--- src/rtl/fnd_pkg.sv ---
// Shared constants and types for the 6-digit multiplexed 7-segment display.
package fnd_pkg;

  localparam int DIGITS = 6;

  // Active-low segment patterns, bit order g..a
  localparam logic [6:0] SEG_0    = 7'h40;
  localparam logic [6:0] SEG_1    = 7'h79;
  localparam logic [6:0] SEG_2    = 7'h24;
  localparam logic [6:0] SEG_3    = 7'h30;
  localparam logic [6:0] SEG_4    = 7'h19;
  localparam logic [6:0] SEG_5    = 7'h12;
  localparam logic [6:0] SEG_6    = 7'h02;
  localparam logic [6:0] SEG_7    = 7'h78;
  localparam logic [6:0] SEG_8    = 7'h00;
  localparam logic [6:0] SEG_9    = 7'h10;
  localparam logic [6:0] SEG_DASH = 7'h3F;
  localparam logic [6:0] SEG_OFF  = 7'h7F;

  // Slots that carry a decimal point (after seconds units and minutes units)
  localparam logic [5:0] DP_MASK = 6'b010100;

  // Slot numbering, least significant digit first
  typedef enum logic [2:0] {
    SLOT_CC_U = 3'd0,
    SLOT_CC_T = 3'd1,
    SLOT_SS_U = 3'd2,
    SLOT_SS_T = 3'd3,
    SLOT_MM_U = 3'd4,
    SLOT_MM_T = 3'd5
  } slot_e;

  // One complete time value as BCD pairs
  typedef struct packed {
    logic [7:0] mm;
    logic [7:0] ss;
    logic [7:0] cc;
  } bcd_frame_t;

endpackage

--- src/rtl/bcd_to_seg7.sv ---
// BCD nibble to active-low 7-segment pattern; non-decimal nibbles show a dash.
module bcd_to_seg7
  import fnd_pkg::*;
(
  input  logic [3:0] nib,
  input  logic       blank,
  output logic [6:0] seg
);

  // Pattern lookup with blanking taking priority over the digit value
  always_comb begin
    seg = SEG_DASH;
    if (blank) begin
      seg = SEG_OFF;
    end else begin
      case (nib)
        4'd0:    seg = SEG_0;
        4'd1:    seg = SEG_1;
        4'd2:    seg = SEG_2;
        4'd3:    seg = SEG_3;
        4'd4:    seg = SEG_4;
        4'd5:    seg = SEG_5;
        4'd6:    seg = SEG_6;
        4'd7:    seg = SEG_7;
        4'd8:    seg = SEG_8;
        4'd9:    seg = SEG_9;
        default: seg = SEG_DASH;
      endcase
    end
  end

endmodule

--- src/rtl/fnd_scan_6digit.sv ---
// Time-multiplexed driver for a common-anode 6-digit display with frame-aligned
// updates, per-slot dead time, leading-zero blanking and blink.
module fnd_scan_6digit
  import fnd_pkg::*;
#(
  parameter int SCAN_DIV     = 50000,
  parameter int DEAD         = 500,
  parameter int BLINK_FRAMES = 40
) (
  input  logic       clk,
  input  logic       rst,
  input  logic       ld_i,
  input  logic [7:0] mm_i,
  input  logic [7:0] ss_i,
  input  logic [7:0] cc_i,
  input  logic       lzb_i,
  input  logic       blink_i,
  output logic [7:0] seg_o,
  output logic [5:0] com_o
);

  localparam int PW = $clog2(SCAN_DIV);
  localparam int FW = (BLINK_FRAMES > 1) ? $clog2(BLINK_FRAMES) : 1;

  localparam logic [PW-1:0] PRE_LAST = PW'(SCAN_DIV - 1);
  localparam logic [PW-1:0] DEAD_END = PW'(DEAD);
  localparam logic [FW-1:0] FRM_LAST = FW'(BLINK_FRAMES - 1);
  localparam logic [2:0]    IDX_LAST = 3'(DIGITS - 1);

  logic [PW-1:0] pre;
  logic [2:0]    idx;
  bcd_frame_t    shadow;
  bcd_frame_t    disp;
  logic [FW-1:0] frm_cnt;
  logic          phase;

  logic          pre_wrap;
  logic          frame_start;
  logic [3:0]    nib;
  logic          dp_slot;
  logic          blank;
  logic [6:0]    seg_pat;
  logic [7:0]    seg_nxt;
  logic [5:0]    com_nxt;

  assign pre_wrap    = (pre == PRE_LAST);
  assign frame_start = pre_wrap && (idx == IDX_LAST);

  // Prescaler and slot index: idx steps once per SCAN_DIV cycles, 0..5
  always_ff @(posedge clk or negedge rst) begin
    if (!rst) begin
      pre <= '0;
      idx <= '0;
    end else if (pre_wrap) begin
      pre <= '0;
      idx <= (idx == IDX_LAST) ? 3'd0 : idx + 3'd1;
    end else begin
      pre <= pre + 1'b1;
    end
  end

  // Shadow takes loads at any time; display only copies it at frame start so a
  // frame never mixes old and new digits. The copy sees the pre-edge shadow.
  always_ff @(posedge clk or negedge rst) begin
    if (!rst) begin
      shadow <= '0;
      disp   <= '0;
    end else begin
      if (ld_i) begin
        shadow <= '{mm: mm_i, ss: ss_i, cc: cc_i};
      end
      if (frame_start) begin
        disp <= shadow;
      end
    end
  end

  // Blink timing: count frames and flip the phase every BLINK_FRAMES frames
  always_ff @(posedge clk or negedge rst) begin
    if (!rst) begin
      frm_cnt <= '0;
      phase   <= 1'b0;
    end else if (!blink_i) begin
      frm_cnt <= '0;
      phase   <= 1'b0;
    end else if (frame_start) begin
      if (frm_cnt == FRM_LAST) begin
        frm_cnt <= '0;
        phase   <= ~phase;
      end else begin
        frm_cnt <= frm_cnt + 1'b1;
      end
    end
  end

  // Pick the nibble for the active slot and decide blanking; lzb_i is used live
  always_comb begin
    nib     = 4'd0;
    dp_slot = 1'b0;
    blank   = 1'b0;
    case (idx)
      SLOT_CC_U: nib = disp.cc[3:0];
      SLOT_CC_T: nib = disp.cc[7:4];
      SLOT_SS_U: nib = disp.ss[3:0];
      SLOT_SS_T: nib = disp.ss[7:4];
      SLOT_MM_U: nib = disp.mm[3:0];
      SLOT_MM_T: begin
        nib   = disp.mm[7:4];
        blank = lzb_i && (disp.mm[7:4] == 4'd0);
      end
      default:   nib = 4'd0;
    endcase
    if (idx < 3'(DIGITS)) begin
      dp_slot = DP_MASK[idx];
    end
  end

  bcd_to_seg7 u_dec (
    .nib   (nib),
    .blank (blank),
    .seg   (seg_pat)
  );

  // Next pin values: dead time first, then the selected common unless blinking dark
  always_comb begin
    seg_nxt = 8'hFF;
    com_nxt = 6'h3F;
    if (pre >= DEAD_END) begin
      seg_nxt = {~(dp_slot && !blank), seg_pat};
      if (!(blink_i && phase)) begin
        com_nxt = ~(6'd1 << idx);
      end
    end
  end

  // Registered pins so segments and commons switch on the same edge
  always_ff @(posedge clk or negedge rst) begin
    if (!rst) begin
      seg_o <= 8'hFF;
      com_o <= 6'h3F;
    end else begin
      seg_o <= seg_nxt;
      com_o <= com_nxt;
    end
  end

endmodule

--- config.mk ---
export PLATFORM = sky130hd
export DESIGN_NAME = fnd_scan_6digit
export DESIGN_NICKNAME = d
export VERILOG_FILES = /design/src/rtl/fnd_pkg.sv /design/src/rtl/bcd_to_seg7.sv /design/src/rtl/fnd_scan_6digit.sv
export SDC_FILE = /design/constraint.sdc
export NUM_CORES = 1
export LEC_CHECK = 0
export CORE_UTILIZATION = 50
export CTS_BUF_LIST = sky130_fd_sc_hd__clkbuf_2
export CTS_CLUSTER_DIAMETER = 100
export DETAILED_ROUTE_END_ITERATION = 6
export PLACE_DENSITY_LB_ADDON = 0.05
export SYNTH_ARGS = -nofsm -noshare
export SYNTH_HDL_FRONTEND = slang
export SYNTH_SLANG_ARGS = --single-unit
export TNS_END_PERCENT = 10
--- constraint.sdc ---
create_clock -name clk -period 3 [get_ports clk]
set_input_delay 0.9 -clock clk [delete_from_list [all_inputs] [get_ports clk]]
set_output_delay 0.9 -clock clk [all_outputs]
set_load 0.03 [all_outputs]
==> impl_metrics.ini <==
[synthesis]
ys_async_sr_fraction = 1.00
synthAdderAreaFrac = 0.0287
ys_seq_area_frac = 0.566
syn_inst = 364
yosys_warnings = 0
synth-compound-area-share = 0.0574
synth_area_sq_um = 3930
synth_ff_type = dfrtp_1
synth-xor-area-share = 0.0357
ys_seq_elements = 88
synth_top_area_frac = 0.472
synth_nets = 402
ys_top_cells_by_count = nand2_1 (88), dfrtp_1 (74), mux2_2 (25)
synth_most_common_cell = nand2_1
ys_types = 45
synth_top_family_by_area = simple AND/OR/NAND/NOR gates
synth_edf_count = 0
synth_simple_gate_area_frac = 0.192
synth_mux_area_frac = 0.0953
syn_area_per_cell_sq_um = 10.8
synth_area_leaders = dfrtp_1 (47%), dfstp_2 (9.4%), nand2_1 (8.4%)
synth_top_cell_by_area = dfrtp_1

[floorplanning]
initial_utilization = 0.530
dieArea_sq_um = 8210
dieHeight_um = 90.6
pin_count = 43
core_sq_um = 7410
die_x_um = 90.6
rows = 31

[setup_path]
crit_fanout = 1
r2r_setup_slack_ns = 0.57
worstSetupStartpointType = register
cp_slowest_stage_delay_ns = 0.67
cp-end-kind = output port
worst-setup-path-type = reg2out
crit_family = buffers and inverters
required_ns = 2.10
crit_chain = clkdlybuf4s50_1
crit_arrival_ns = 1.74
path_buf_inv = 1
cp_slowest_cell = clkdlybuf4s50_1

[final_layout]
finalNetCount = 445
finalCoreUtilization = 0.613
drive_above_1_share = 0.163
area_growth_pct = 15.7
final_cells = 511
fillCellCount = 628
multi_input_area_sq_um = 1600
regArea_sq_um = 2220
antenna_cells = 0

[routing]
finalWirelength_um = 7150
via_per_inst = 5.28
drt_pass1_iterations = 4
drtIter0Drc = 144
num_vias = 2700
antenna_left = 0
post_drt_wl_per_cell_um = 14.0
drc = 0

[sta]
slew_headroom = 0.520
setup_viol = 0
hold_violations = 0
period_needed_ns = 2.64
rsz0062_at_grt = no
finalMaxSlewViolations = 0
clock.fmax_mhz = 379
whs_ns = 0.303
tns_ns = 0
skew_ns = 0.0248
tightest_slew_ns = 0.715
timing.final.crit_share = 0.880

[power]
power_frac_seq = 0.679
power_frac_comb = 0.057
power_switching_uw = 431
p_per_area_nw_per_um2 = 401
ir_worst_vdd_v = 0.000227
leakage_uw = 0.00207
switching_share = 0.237
total_power_uw = 1820
p_clk_frac = 0.264
p_int_uw = 1390

[cts]
clk_pin_slew_ns = 0.21
cts_max_level = 3
clk_path_buf_depth = 2
numCtsBuffers = 9
post-cts-setup-buffers = 0
clock-root-buffer = clkbuf_2
clk-insertion-delay-late_ns = 0.52
cts_tree = done
cts.sinks = 88
hold_buffers = 0
cts-resized-gates = 0

[placed_design]
port_buffers = 42
place_inst = 495
dp_hpwl_um = 5090
place_congestion = 0.870

[min_path]
hold_path_class = in2async

[grt]
antenna_found_initial = 0
grt_max_degree = 53
grt_use_total = 0.192
grt_pass1_vias = 2628
grt-ovfl-total = 0
grt_pass1_wl_um = 12500

[job]
maxCapViolations = 0

[status]
status = finished, final reports clean
[state kept, by name, indices dropped and copies added, names as in the netlist]
register	cells
disp	24
shadow	24
pre	16
seg_o	8
com_o	6
frm_cnt	6
idx	3
phase	1
[through the flow]
stage          setup slack [ns]  area [sq um]
2_1_floorplan             0.449          3930
3_3_place_gp              0.656          4460
3_5_place_dp              0.584          4460
4_1_cts                   0.317          4540
5_1_grt                   0.288          4540
6_report                  0.359          4540
[layout by cell type (no fill, tap or decap), types with 2 or more instances in the layout]
master and count:
and2_1 5, a22o_1 2, mux2_2 25, a21oi_1 7, clkinv_1 3, xor2_1 7, and3_1 3, a21boi_0 3
nor4_1 2, inv_1 9, o22a_1 4, o21ai_0 9, nand3_1 12, ha_1 9, dfstp_2 14, dfrtp_1 74
nor3_1 8, mux2i_1 7, nor2_1 14, buf_4 7, clkdlybuf4s50_1 41, nand4_1 5, or3_1 5, nand3b_1 4
nor2b_1 3, xnor2_1 9, clkbuf_2 11, nand2_1 88
[path summary, 6_finish.rpt]
| check | from | endpoint | depth (start not counted) |
|---|---|---|---|
| worst max-delay path | com_o[2] | com_o[2] | 1 |
| worst min-delay path | rst | pre[7] | 1 |
| worst max register to register | idx[0] | seg_o[4] | 6 |
| worst min register to register | shadow[20] | disp[20] | 2 |
| max in group asynchronous | rst | shadow[20] | 2 |
| min in group clk | shadow[20] | disp[20] | 2 |
[cell type report]
class | instances | area share
inverters | 9 | 0.00744
multi-input cells | 250 | 0.353
flip-flops and latches | 88 | 0.489
well taps | 99 | 0.0273
clock inverters | 5 | 0.00523
clock buffers | 11 | 0.0121
repair buffers | 49 | 0.106
[kinds of logic after synthesis]
kind of cell,Yosys count
compound gates,33
xor+xnor,16
fa+ha+maj,9
buf+inv,26
flops,88
mux,33
simple gates,159
[per-layer routing]
metal,global-route usage,part of all wire,vias up
li1,-,-,1313
met5,0,0,-
met2,0.308,0.48,45
met1,0.261,0.47,1332
met3,0.0328,0.027,10
met4,0.0726,0.017,0
[power groups by stage]
stage / Sequential, uW / Clock, uW / Combinational (uW)
CTS: 1240 / 500 / 108
floorplan: 1250 / 0 / 40.1
global route: 1240 / 548 / 117
global placement: 1260 / 0 / 105
detailed placement: 1260 / 0 / 107
finish: 1240 / 482 / 104
Power figures use the tool's default switching activity.
